`config.mk`:
```
export PLATFORM = sky130hd
export DESIGN_NAME = fb_clear_engine_flat
export DESIGN_NICKNAME = d
export VERILOG_FILES = /design/src/rtl/fb_clear_if.sv /design/src/rtl/fb_clear_engine.sv /design/src/flat_wrapper.sv
export SDC_FILE = /design/constraint.sdc
export NUM_CORES = 1
export LEC_CHECK = 0
export CELL_PAD_IN_SITES_DETAIL_PLACEMENT = 0
export CELL_PAD_IN_SITES_GLOBAL_PLACEMENT = 1
export CORE_ASPECT_RATIO = 1.4
export CORE_MARGIN = 4
export CORE_UTILIZATION = 37
export DETAILED_ROUTE_END_ITERATION = 10
export GPL_TIMING_DRIVEN = 0
export PLACE_DENSITY = 0.94
export SLEW_MARGIN = 20
export SYNTH_ARGS = -nofsm -noshare
export SYNTH_HDL_FRONTEND = slang
export SYNTH_SLANG_ARGS = --single-unit
export TNS_END_PERCENT = 1
```
`constraint.sdc`:
```
create_clock -name clk -period 4.5 [get_ports clk]
set_input_delay 0.675 -clock clk [delete_from_list [all_inputs] [get_ports clk]]
set_output_delay 0.675 -clock clk [all_outputs]
set_load 0.1 [all_outputs]
```
`src/rtl/fb_clear_if.sv`:
```
// Clear-handshake and frame-buffer write bundle between sys_controler,
// the clear engine and the frame-buffer write port.
interface fb_clear_if #(
    parameter int ADDR_W = 17,
    parameter int PIX_W  = 8
);
    logic              mem_str_clr;
    logic              swap;
    logic              mem_ready;
    logic              mem_clr_finish;
    logic              clr_we;
    logic [ADDR_W-1:0] clr_addr;
    logic [PIX_W-1:0]  clr_wdata;
    logic              clr_buf;
    logic              clr_done;

    modport master (
        output mem_str_clr, swap, mem_ready,
        input  mem_clr_finish, clr_we, clr_addr, clr_wdata, clr_buf, clr_done
    );

    modport slave (
        input  mem_str_clr, swap, mem_ready,
        output mem_clr_finish, clr_we, clr_addr, clr_wdata, clr_buf, clr_done
    );
endinterface

```
`src/rtl/fb_clear_engine.sv`:
```
// Frame-buffer clear responder: on a rising mem_str_clr it writes CLR_COLOR to
// every pixel of the back buffer, then reports completion on mem_clr_finish.
module fb_clear_engine #(
    parameter int unsigned          FB_DEPTH  = 76800,
    parameter int                   ADDR_W    = 17,
    parameter int                   PIX_W     = 8,
    parameter logic [PIX_W-1:0]     CLR_COLOR = '0
) (
    input  logic        clk,
    input  logic        rst,
    fb_clear_if.slave   bus
);

    typedef enum logic {
        IDLE  = 1'b0,
        CLEAR = 1'b1
    } state_t;

    localparam logic [ADDR_W-1:0] LAST_ADDR = ADDR_W'(FB_DEPTH - 1);

    state_t state;
    logic   req_q;
    logic   req_edge;
    logic   accept;

    assign req_edge = bus.mem_str_clr & ~req_q;
    assign accept   = bus.clr_we & bus.mem_ready;

    // NOTE: all state and outputs use non-blocking assignments so every
    // register sees the pre-edge value of every other register.
    always_ff @(posedge clk) begin
        if (rst) begin
            state              <= IDLE;
            req_q              <= 1'b0;
            bus.mem_clr_finish <= 1'b1;
            bus.clr_we         <= 1'b0;
            bus.clr_addr       <= '0;
            bus.clr_wdata      <= CLR_COLOR;
            bus.clr_buf        <= 1'b0;
            bus.clr_done       <= 1'b0;
        end else begin
            req_q         <= bus.mem_str_clr;
            bus.clr_wdata <= CLR_COLOR;
            bus.clr_done  <= 1'b0;
            case (state)
                IDLE: begin
                    if (req_edge) begin
                        state              <= CLEAR;
                        bus.clr_buf        <= ~bus.swap;
                        bus.clr_addr       <= '0;
                        bus.clr_we         <= 1'b1;
                        bus.mem_clr_finish <= 1'b0;
                    end
                end
                CLEAR: begin
                    // Requests seen here are dropped; a stall simply holds addr/we.
                    if (accept) begin
                        if (bus.clr_addr == LAST_ADDR) begin
                            state              <= IDLE;
                            bus.clr_we         <= 1'b0;
                            bus.clr_addr       <= '0;
                            bus.mem_clr_finish <= 1'b1;
                            bus.clr_done       <= 1'b1;
                        end else begin
                            bus.clr_addr <= bus.clr_addr + ADDR_W'(1);
                        end
                    end
                end
                default: state <= IDLE;
            endcase
        end
    end

endmodule
```
`src/flat_wrapper.sv`:
```
// flat-port wrapper written by rule: the top's interface ports become plain ports
module fb_clear_engine_flat 
#(
    parameter int unsigned          FB_DEPTH  = 76800,
    parameter int                   ADDR_W    = 17,
    parameter int                   PIX_W     = 8,
    parameter logic [PIX_W-1:0]     CLR_COLOR = '0
)
  (clk, rst, bus_mem_str_clr, bus_swap, bus_mem_ready, bus_mem_clr_finish, bus_clr_we, bus_clr_addr, bus_clr_wdata, bus_clr_buf, bus_clr_done);
  fb_clear_if #(.ADDR_W(ADDR_W), .PIX_W(PIX_W)) bus_i ();
  input  logic clk;
  input  logic rst;
  input wire logic [$bits(bus_i.mem_str_clr)-1:0] bus_mem_str_clr;
  input wire logic [$bits(bus_i.swap)-1:0] bus_swap;
  input wire logic [$bits(bus_i.mem_ready)-1:0] bus_mem_ready;
  output wire logic [$bits(bus_i.mem_clr_finish)-1:0] bus_mem_clr_finish;
  output wire logic [$bits(bus_i.clr_we)-1:0] bus_clr_we;
  output wire logic [$bits(bus_i.clr_addr)-1:0] bus_clr_addr;
  output wire logic [$bits(bus_i.clr_wdata)-1:0] bus_clr_wdata;
  output wire logic [$bits(bus_i.clr_buf)-1:0] bus_clr_buf;
  output wire logic [$bits(bus_i.clr_done)-1:0] bus_clr_done;
  assign bus_i.mem_str_clr = bus_mem_str_clr;
  assign bus_i.swap = bus_swap;
  assign bus_i.mem_ready = bus_mem_ready;
  assign bus_mem_clr_finish = bus_i.mem_clr_finish;
  assign bus_clr_we = bus_i.clr_we;
  assign bus_clr_addr = bus_i.clr_addr;
  assign bus_clr_wdata = bus_i.clr_wdata;
  assign bus_clr_buf = bus_i.clr_buf;
  assign bus_clr_done = bus_i.clr_done;
  fb_clear_engine #(.FB_DEPTH(FB_DEPTH), .ADDR_W(ADDR_W), .PIX_W(PIX_W), .CLR_COLOR(CLR_COLOR)) u_core (.clk(clk), .rst(rst), .bus(bus_i));
endmodule
```
==> summary.txt, run 1 <==
Outcome
  – Status: finished clean

Final layout
  – ANT cells: 0
  – # nets final: 177
  – Fillcell total: 329
  – Layout area overhead: 30.2%
  – Share of post-route cells with drive strength above 1: 13.5%

Clock network
  – Setup Fix Bufs, Post-CTS: 0
  – Cts repair resizes: 0
  – # hold bufs at CTS: 0
  – Total CTS buffers: 3
  – Worst skew pair latency: 0.26 ns
  – TritonCTS clock tree: yes
  – CTS HTree Levels: 1
  – CTS Root Cell: clkbuf_8
  – Clock buffer depth: 2
  – Clk slew on worst S/H paths: 0.08 ns
  – Clk sinks: 23

Timing
  – Setup TNS: 0 ns
  – Final period util: 58.3%
  – Final setup fails: 0
  – Max transition margin: 34.8%
  – Max Clk Rate: 0.381 GHz
  – RSZ-0062 raised after global routing: false
  – Clock Skew: 0.00189 ns
  – Slew Viols, Final: 0
  – Final Hold Fails: 0
  – Worst slew pin tran: 0.975 ns
  – Min Tclk post-route: 2.62 ns

Synthesis
  – Synth Register Bits: 23
  – Yosys Warn Count: 0
  – Number of synthesized flops with an enable pin: 0
  – Async set-reset flop share out of synthesis: 0%
  – Dominant synthesized flop cell: dfxtp_1
  – Syn Inst Count: 135
  – Register area share after synthesis: 38.4%
  – Synth Area per Inst: 8.88 um2
  – Unique masters post-synth: 43
  – Post-Synthesis Cell Area: 1200 um2

Worst setup path
  – CP max stage cell: clkdlybuf4s50_1
  – Critical path class: flop to output port
  – Cells along the critical path: clkdlybuf4s50_1
  – Delay-heaviest family, CP: buffers and inverters
  – Reg2reg setup slack: 2.51 ns
  – Crit Path Max Fanout: 9
  – Reg2reg path depth: 5
  – WP data arrival: 1.95 ns
  – Crit path launch type: flop
  – Reg2reg start: u_core.state
  – Reg2reg end: u_core.bus.clr_addr[16]
  – Worst Path Required: 3.83 ns
  – CP Capture Type: output port
  – Worst stage delay on the critical path: 1.20 ns
  – Worst path buffer plus inverter count: 1

Pwr
  – Peak supply drop: 190 uV
  – Sw Ratio: 32.5%
  – Switch Pwr: 141 uW
  – Cell Int Power: 292 uW
  – PD cells: 277 nW/um2
  – Pwr Total: 433 uW
  – Lkg Pwr: 0.525 nW
  – Logic pwr share: 21.7%
  – Clock Power Share: 29.2%
  – Sequential power share: 49.1%

Global route
  – Total track usage: 14.0%
  – First-pass GRT wire length: 4790 um
  – Pin count of the biggest net entering global routing: 14
  – Vias in the first global route: 1,050
  – Initial antenna violation count: 0
  – Remaining global-route overflow: 0

Route
  – WL final: 2730 um
  – Via density: 5.19
  – Residual DRC: 0
  – Routed len/inst: 13.0 um
  – DR iter-0 viols: 29
  – Routed via count: 1,084
  – Final ANT Viol Nets: 0
  – DRT Pass-1 Iters: 4

Floorplan
  – Die width: 56.1 um
  – Full die area: 4230 um2
  – # IOs: 34
  – Chip height: 75.3 um
  – Area of the core: 3120 um2
  – Row count: 24
  – Initial Utilization: 38.4%

Worst hold path
  – Hold_sp: u_core.bus.mem_clr_finish
  – Hold WC Path Type: flop to flop
  – Worst hold path endpoint: u_core.bus.mem_clr_finish
  – Hold Path Cell Cnt: 2

Placement
  – RePlAce Congestion: 0.779
  – IO buf count: 24
  – Dpl hpwl: 2060 um

Job
  – Max Cap Viol: 0
-- how the worst max path moves through the flow --
stage                                start                      end  depth (start not counted)
finish              u_core.bus.clr_addr[9]          bus_clr_addr[9]                          1
CTS                 u_core.bus.clr_addr[9]          bus_clr_addr[9]                          1
global placement           bus_mem_str_clr  u_core.bus.clr_addr[16]                          6
global route        u_core.bus.clr_addr[9]          bus_clr_addr[9]                          1
floorplan           u_core.bus.clr_addr[0]   u_core.bus.clr_addr[1]                          6
detailed placement         bus_mem_str_clr  u_core.bus.clr_addr[16]                          6
-- cell families after synthesis --
kind of cell / Yosys count / share of synthesized area [%]
XOR/XNOR: 8 / 5.85
multiplexers: 3 / 2.51
adder cells (fa/ha/maj): 1 / 1.04
flip-flops: 23 / 38.4
AND/OR/NAND/NOR: 56 / 27.1
buffers and inverters: 17 / 10.4
other: 1 / 0.313
AO/OA/AOI/OAI: 26 / 14.3
-- layout by cell type (no fill, tap or decap), drive strengths merged, types with 3 or more instances in the layout --
cell type and instances:
dfxtp 23, nand2 5, buf 12, conb 8, a21oi 9, mux2i 3
nor2 15, clkbuf 5, o21ai 6, and3 3, xnor2 6, clkdlybuf4s50 24
a211oi 5, or3 4, nand4 4, nor3 5, nand3 6
-- through the flow --
| step | utilization [%] | hold WS (ns) | cell area, um2 | worst slack (ns) | std cells |
|---|---|---|---|---|---|
| finish | 50.0 | 0.508 | 1560 | 1.88 | 209 |
| global route | 50.0 | 0.551 | 1560 | 1.80 | 209 |
| CTS | 50.0 | 0.515 | 1560 | 1.86 | 209 |
| detailed placement | 48.5 | 0.502 | 1510 | 1.74 | 205 |
| global placement | 48.5 | 0.461 | 1510 | 1.80 | 205 |
| floorplan | - | 0.473 | 1220 | 1.97 | 142 |
-- synth_stat cells (all sizes together) (3+ instances only) --
master	instances	area [um2]
dfxtp	23	460
nor2	15	56.3
buf	12	98.8
a21oi	9	45.0
nand3	6	30.0
o21ai	6	33.8
xnor2	6	52.6
a211oi	5	42.5
nand2	5	18.8
nor3	5	25.0
nand4	4	31.3
or3	4	25.0
and3	3	20.0
mux2i	3	30.0
-- final cells by class --
type / instances / area [um2] / area share (%)
Clock buffer: 3 / 41.3 / 2.65
Tap cell: 39 / 48.8 / 3.13
Timing Repair Buffer: 24 / 240 / 15.4
Clock inverter: 1 / 5.00 / 0.321
Buffer: 15 / 118 / 7.54
Inverter: 2 / 7.51 / 0.481
Sequential cell: 23 / 460 / 29.5
Multi-Input combinational cell: 102 / 639 / 41.0
-- state kept, by name (all words and copies together), names as in the netlist --
register / count
u_core.state: 1
u_core.bus.mem_clr_finish: 1
u_core.req_q: 1
u_core.bus.clr_we: 1
u_core.bus.clr_addr: 17
u_core.bus.clr_buf: 1
u_core.bus.clr_done: 1
-- power groups by stage --
stage	registers, mW	clock network (mW)	logic [mW]
6_report	0.213	0.126	0.0939
5_1_grt	0.214	0.138	0.0991
4_1_cts	0.213	0.131	0.0942
3_5_place_dp	0.218	0	0.0940
3_3_place_gp	0.217	0	0.0934
2_1_floorplan	0.242	0	0.0543
-- metal layers --
metal  global-route usage [%]  wire, um  up-vias
met5                        0         0        -
met4                     4.22        36        0
met3                     2.20        93        4
met2                     25.9      1410       19
met1                     16.8      1190      517
li1                         -         -      544
(Power assumes the default switching activity.)
==> inputs of run 2 (changes only) <==
--- a/config.mk
+++ b/config.mk
@@ -9,10 +9,10 @@
 export CELL_PAD_IN_SITES_GLOBAL_PLACEMENT = 1
 export CORE_ASPECT_RATIO = 1.4
 export CORE_MARGIN = 4
-export CORE_UTILIZATION = 37
+export CORE_UTILIZATION = 31
 export DETAILED_ROUTE_END_ITERATION = 10
 export GPL_TIMING_DRIVEN = 0
-export PLACE_DENSITY = 0.94
+export PLACE_DENSITY = 0.85
 export SLEW_MARGIN = 20
 export SYNTH_ARGS = -nofsm -noshare
 export SYNTH_HDL_FRONTEND = slang
==> constraint.sdc (replaced) <==
create_clock -name clk -period 2.1 [get_ports clk]
set_input_delay 0.315 -clock clk [delete_from_list [all_inputs] [get_ports clk]]
set_output_delay 0.315 -clock clk [all_outputs]
set_load 0.1 [all_outputs]
==> summary.txt, run 2 (synthesis results as in run 1) <==
Timing
  – RSZ-0062 raised after global routing: false
  – Worst slew pin tran: 0.968 ns
  – Slew Viols, Final: 0
  – Final Hold Fails: 0
  – Min Tclk post-route: 2.05 ns
  – Max transition margin: 35.3%
  – Clock Skew: 0.00390 ns
  – Max Clk Rate: 0.487 GHz
  – Final period util: 97.7%
  – Final setup fails: 0

Worst setup path
  – Worst path buffer plus inverter count: 1
  – CP max stage cell: clkdlybuf4s50_1
  – Crit path depth: 1
  – CP Capture Type: output port
  – Critical path class: flop to output port
  – Crit Path Max Fanout: 2
  – Worst Path Required: 1.78 ns
  – Worst stage delay on the critical path: 1.13 ns
  – Reg2reg setup slack: 0.10 ns
  – Reg2reg end: u_core.bus.clr_addr[14]
  – Reg2reg start: u_core.state
  – WP data arrival: 1.74 ns
  – Reg2reg path depth: 5
  – Cells along the critical path: clkdlybuf4s50_1
  – Delay-heaviest family, CP: buffers and inverters
  – Crit path launch type: flop

Placement
  – IO buf count: 24
  – RePlAce Congestion: 0.803
  – Dpl hpwl: 2220 um
  – Placed Cells: 208

Final layout
  – Fillcell total: 381
  – # nets final: 177
  – Largest register FFs: 17
  – Most frequent cells in the layout: nor2_1 (15), dfxtp_2 (12), dlygate4sd2_1 (11)
  – ANT cells: 0
  – Area of the multi-input gates: 649 um2
  – Share of post-route cells with drive strength above 1: 24.1%
  – Biggest register: u_core.bus.clr_addr
  – Final cell count without fillers: 212
  – Layout area overhead: 33.7%
  – Commonest non-fill, non-tap cell in the layout: nor2_1
  – Reg area: 487 um2

Route
  – Residual DRC: 0
  – WL final: 2900 um
  – DRT Pass-1 Iters: 4
  – DR iter-0 viols: 28
  – Routed via count: 1,107
  – Final ANT Viol Nets: 0
  – Routed len/inst: 13.7 um
  – Via density: 5.22

Outcome
  – Status: finished clean

Global route
  – Remaining global-route overflow: 0
  – Pin count of the biggest net entering global routing: 14
  – Total track usage: 13.1%
  – First-pass GRT wire length: 5050 um
  – Vias in the first global route: 1,143
  – Initial antenna violation count: 0

Clock network
  – Total CTS buffers: 3
  – Worst skew pair latency: 0.26 ns
  – # hold bufs at CTS: 0
  – Clk sinks: 23
  – Clock buffer depth: 2
  – Clk slew on worst S/H paths: 0.08 ns
  – CTS HTree Levels: 1
  – CTS Root Cell: clkbuf_8
  – Setup Fix Bufs, Post-CTS: 0
  – TritonCTS clock tree: yes

Pwr
  – Peak supply drop: 277 uV
  – PD cells: 584 nW/um2
  – Lkg Pwr: 0.689 nW
  – Pwr Total: 935 uW

Worst hold path
  – Hold_sp: bus_mem_str_clr
  – Hold WC Path Type: input port to flop
  – Worst hold path endpoint: u_core.req_q
  – Hold Path Cell Cnt: 2

Floorplan
  – Die width: 60.6 um
  – Chip height: 81.6 um
  – Row count: 26
  – Area of the core: 3680 um2
  – Initial Utilization: 32.6%
  – Full die area: 4940 um2
  – # IOs: 34

Job
  – Max Cap Viol: 0
-- run 2: cell types whose count changed in the layout (fill, tap and decap cells not counted), sizes merged --
| cell | before | now |
|---|---|---|
| clkdlybuf4s50 | 24 | 7 |
| dlymetal6s2s | 0 | 6 |
| dlygate4sd2 | 0 | 11 |
-- run 2: worst max path at each step --
stage	from	endpoint
6_report	u_core.bus.mem_clr_finish	bus_mem_clr_finish
5_1_grt	u_core.state	u_core.bus.clr_addr[13]
4_1_cts	bus_mem_str_clr	u_core.bus.clr_addr[14]
3_5_place_dp	bus_mem_str_clr	u_core.bus.clr_addr[16]
3_3_place_gp	bus_mem_str_clr	u_core.bus.clr_addr[16]
2_1_floorplan	u_core.bus.clr_we	u_core.bus.clr_addr[16]
-- run 2: through the flow --
step / instance area (um2) / hold slack (ns) / setup WS, ns / util, % / setup TNS [ns]
after floorplan: 1250 / 0.411 / -0.00148 / - / -0.00148
after global placement: 1540 / 0.457 / -0.254 / 42.0 / -2.52
after detailed placement: 1540 / 0.468 / -0.280 / 42.0 / -3.10
after CTS: 1580 / 0.389 / -0.0119 / 42.9 / -0.0277
after global routing: 1600 / 0.342 / 0.000657 / 43.6 / 0
final: 1600 / 0.315 / 0.0477 / 43.6 / 0
-- run 2: what timing repair did --
action | in CTS | in global routing
gates resized for setup | 11 | 10
pin swaps | 0 | 2
setup endpoints to repair | 14 | 19
hold endpoints to repair | 0 | 0
-- run 2: metal layers --
layer	routed length, um	GRT usage (%)
met1	1210	16.0
met5	0	0
met2	1540	22.5
met3	71	1.42
met4	80	6.29
-- run 2: power breakdown --
group	switching [mW]	leakage [nW]	internal [mW]
clock network	0.146	0.0255	0.132
logic	0.154	0.468	0.0485
registers	0.0103	0.195	0.444
-- run 2: final cells by class --
cell class,instances,area share (%)
Buffer,15,7.42
Clock buffer,3,2.58
Clock inverter,1,0.312
Inverter,2,0.468
Multi-Input combinational cell,102,40.5
Sequential cell,23,30.4
Tap cell,42,3.28
Timing Repair Buffer,24,15.1
==> variant: new RTL, flow settings as in run 2 <==
Reset style: asynchronous (`rst`), changed in one clocked block.
--- a/src/rtl/fb_clear_engine.sv
+++ b/src/rtl/fb_clear_engine.sv
@@ -28,7 +28,7 @@
 
     // NOTE: all state and outputs use non-blocking assignments so every
     // register sees the pre-edge value of every other register.
-    always_ff @(posedge clk) begin
+    always_ff @(posedge clk or posedge rst) begin
         if (rst) begin
             state              <= IDLE;
             req_q              <= 1'b0;
Behaviour: differs if rst is asserted again (counterexample within 4 cycles, from zero or initial values and one cycle with rst high); with rst held inactive, the same outputs for 10 cycles.
==> variant against run 2 <==
- sequential cell count stayed put
- clock skew is 0.0016 ns higher
- area after synthesis is 1.1% lower
- setup slack better by 0.011 ns
- wire length is 1.7% lower
- cell area is 2.8% lower
- largest cell class is now registers
Power is not compared: it rests on default switching activity, and its combinational part moved more than twofold at a synthesized area within 25%.
==> variant: results (changes against run 2) <==
TritonCTS buffer count=3 (unchanged); Critical Path End=bus_clr_done (was bus_mem_clr_finish); R2R cell count=6 (was 5); Routability Congestion=0.790 (was 0.803); first-pass GRT wire length=4.61 mm (was 5.05 mm); clk buf depth=2 (unchanged); min-delay src=u_core.bus.clr_buf$_DFFE_PP0P_ (was bus_mem_str_clr); Hold WC Path Type=reg2reg (was in2reg); # nets final=164 (was 177); HPWL after DPL=2.15 mm (was 2.22 mm); dpl cells=194 (was 208); Worst path max stage delay=1.13 ns (about the same); synth top area cells=dfrtp_1, xor2_1, buf_4, o21ai_0, nor2_1 (was dfxtp_1, buf_4, nor2_1, xnor2_1, a21oi_1); largest net degree at the start of global routing=24 (was 14); Seq/Total Area, Yosys=0.487 (was 0.384); Synth top cells by count=dfrtp_1, nor2_1, o21ai_0, buf_4, nand2_1 (was dfxtp_1, nor2_1, a21oi_1, buf_4); library cells used by synthesis=33 (was 43); Post-Synthesis Cells=120 (was 135); Crit-path slowest cell=clkdlybuf4s50_1 (unchanged); hold path depth=2 (unchanged); launch point of the worst reg-to-reg path=u_core.bus.clr_addr[0]$_DFFE_PP0P_ (was u_core.state$_SDFF_PP0_); R2R setup slack=0.14 ns (was 0.10 ns); status=complete, no violations (unchanged); initial antenna violation count=0 (unchanged); combinational power share=0.449; critical path arrival=1.73 ns; clock-pin slew on the worst setup and hold paths=0.08 ns (about the same); skew final=0.00550 ns (was 0.00390 ns); Synth Flop Type=dfrtp_1 (was dfxtp_1); Routed Wire Length=2.85 mm (was 2.90 mm); FF-to-FF End=u_core.bus.clr_addr[6]$_DFFE_PP0P_ (was u_core.bus.clr_addr[14]$_SDFFE_PP0P_); First DRT Iteration DRCs=24 (was 28); fraction of layout cells with a size suffix above 1=0.153 (was 0.241); maximum fanout along the worst path=1 (was 2); max reg flops=17 (unchanged); CP Launch Point=u_core.bus.clr_done$_DFF_PP0_ (was u_core.bus.mem_clr_finish$_SDFFE_PP1P_); number of I/O port buffers=25 (was 24); hold worst-path end=u_core.bus.clr_buf$_DFFE_PP0P_ (was u_core.req_q$_SDFF_PP0_); Total GRT Usage=0.126 (was 0.131); drt wl/cell=14.3 um (was 13.7 um); largest register by flop count=u_core.bus.clr_addr (unchanged); worst relative slew slack=0.350 (was 0.353); vias in the first global route=1047 (was 1143); routed vias/inst=5.10 (was 5.22); CP delay by family, top=buffers and inverters (unchanged); Fillers=373 (was 381); asr flop ratio synth=1.00 (was 0)
[variant: cell type report]
cell class                      instances  area share
Sequential cell                        23       0.376
Multi-Input combinational cell         90       0.351
Timing Repair Buffer                   26       0.152
Buffer                                 12      0.0538
Tap cell                               42      0.0337
Clock buffer                            4      0.0289
Inverter                                2     0.00482
[variant: repair_timing]
action                                 in CTS  in global routing
pin swaps                                   0                  2
resized for setup                          20                  1
buffers inserted                            0                  1
setup endpoints to repair                  28                 11
endpoints found under the hold margin       0                  0
[variant: cells by family (layout without fill, tap and decap cells)]
group / count (synthesis) / in the layout / share of synthesized area
simple gates: 43 / 43 / 0.204
mux: 1 / 1 / 0.00845
other cells: 1 / 8 / 0.00316
fa+ha+maj: 1 / 1 / 0.0106
xor+xnor: 8 / 8 / 0.0591
buf+inv: 14 / 44 / 0.0771
flops: 23 / 23 / 0.487
compound gates: 29 / 29 / 0.151
[variant: per-layer routing]
| metal | track usage | vias up | part of all wire |
|---|---|---|---|
| li1 | - | 488 | - |
| met1 | 0.134 | 495 | 0.37 |
| met2 | 0.233 | 27 | 0.55 |
| met3 | 0.0254 | 5 | 0.055 |
| met4 | 0.0532 | 0 | 0.019 |
| met5 | 0 | - | 0 |
[variant: per-stage QoR]
stage	setup TNS, ns	setup WS (ns)	power [mW]	cell area [um^2]	hold slack, ns
after floorplan	-0.808	-0.134	1.18	1220	0.316
after global placement	-0.273	-0.0879	1.34	1520	0.463
after detailed placement	-0.658	-0.179	1.35	1520	0.478
after CTS	0	0.0200	1.59	1550	0.495
after global routing	0	0.00187	1.66	1560	0.528
final	0	0.0590	1.58	1560	0.488
[variant: tightest hold or removal path: stages, from the launching register on]
cell and delay, ns:
dfrtp_1 0.35, nand2_1 0.05, o21ai_0 0.06
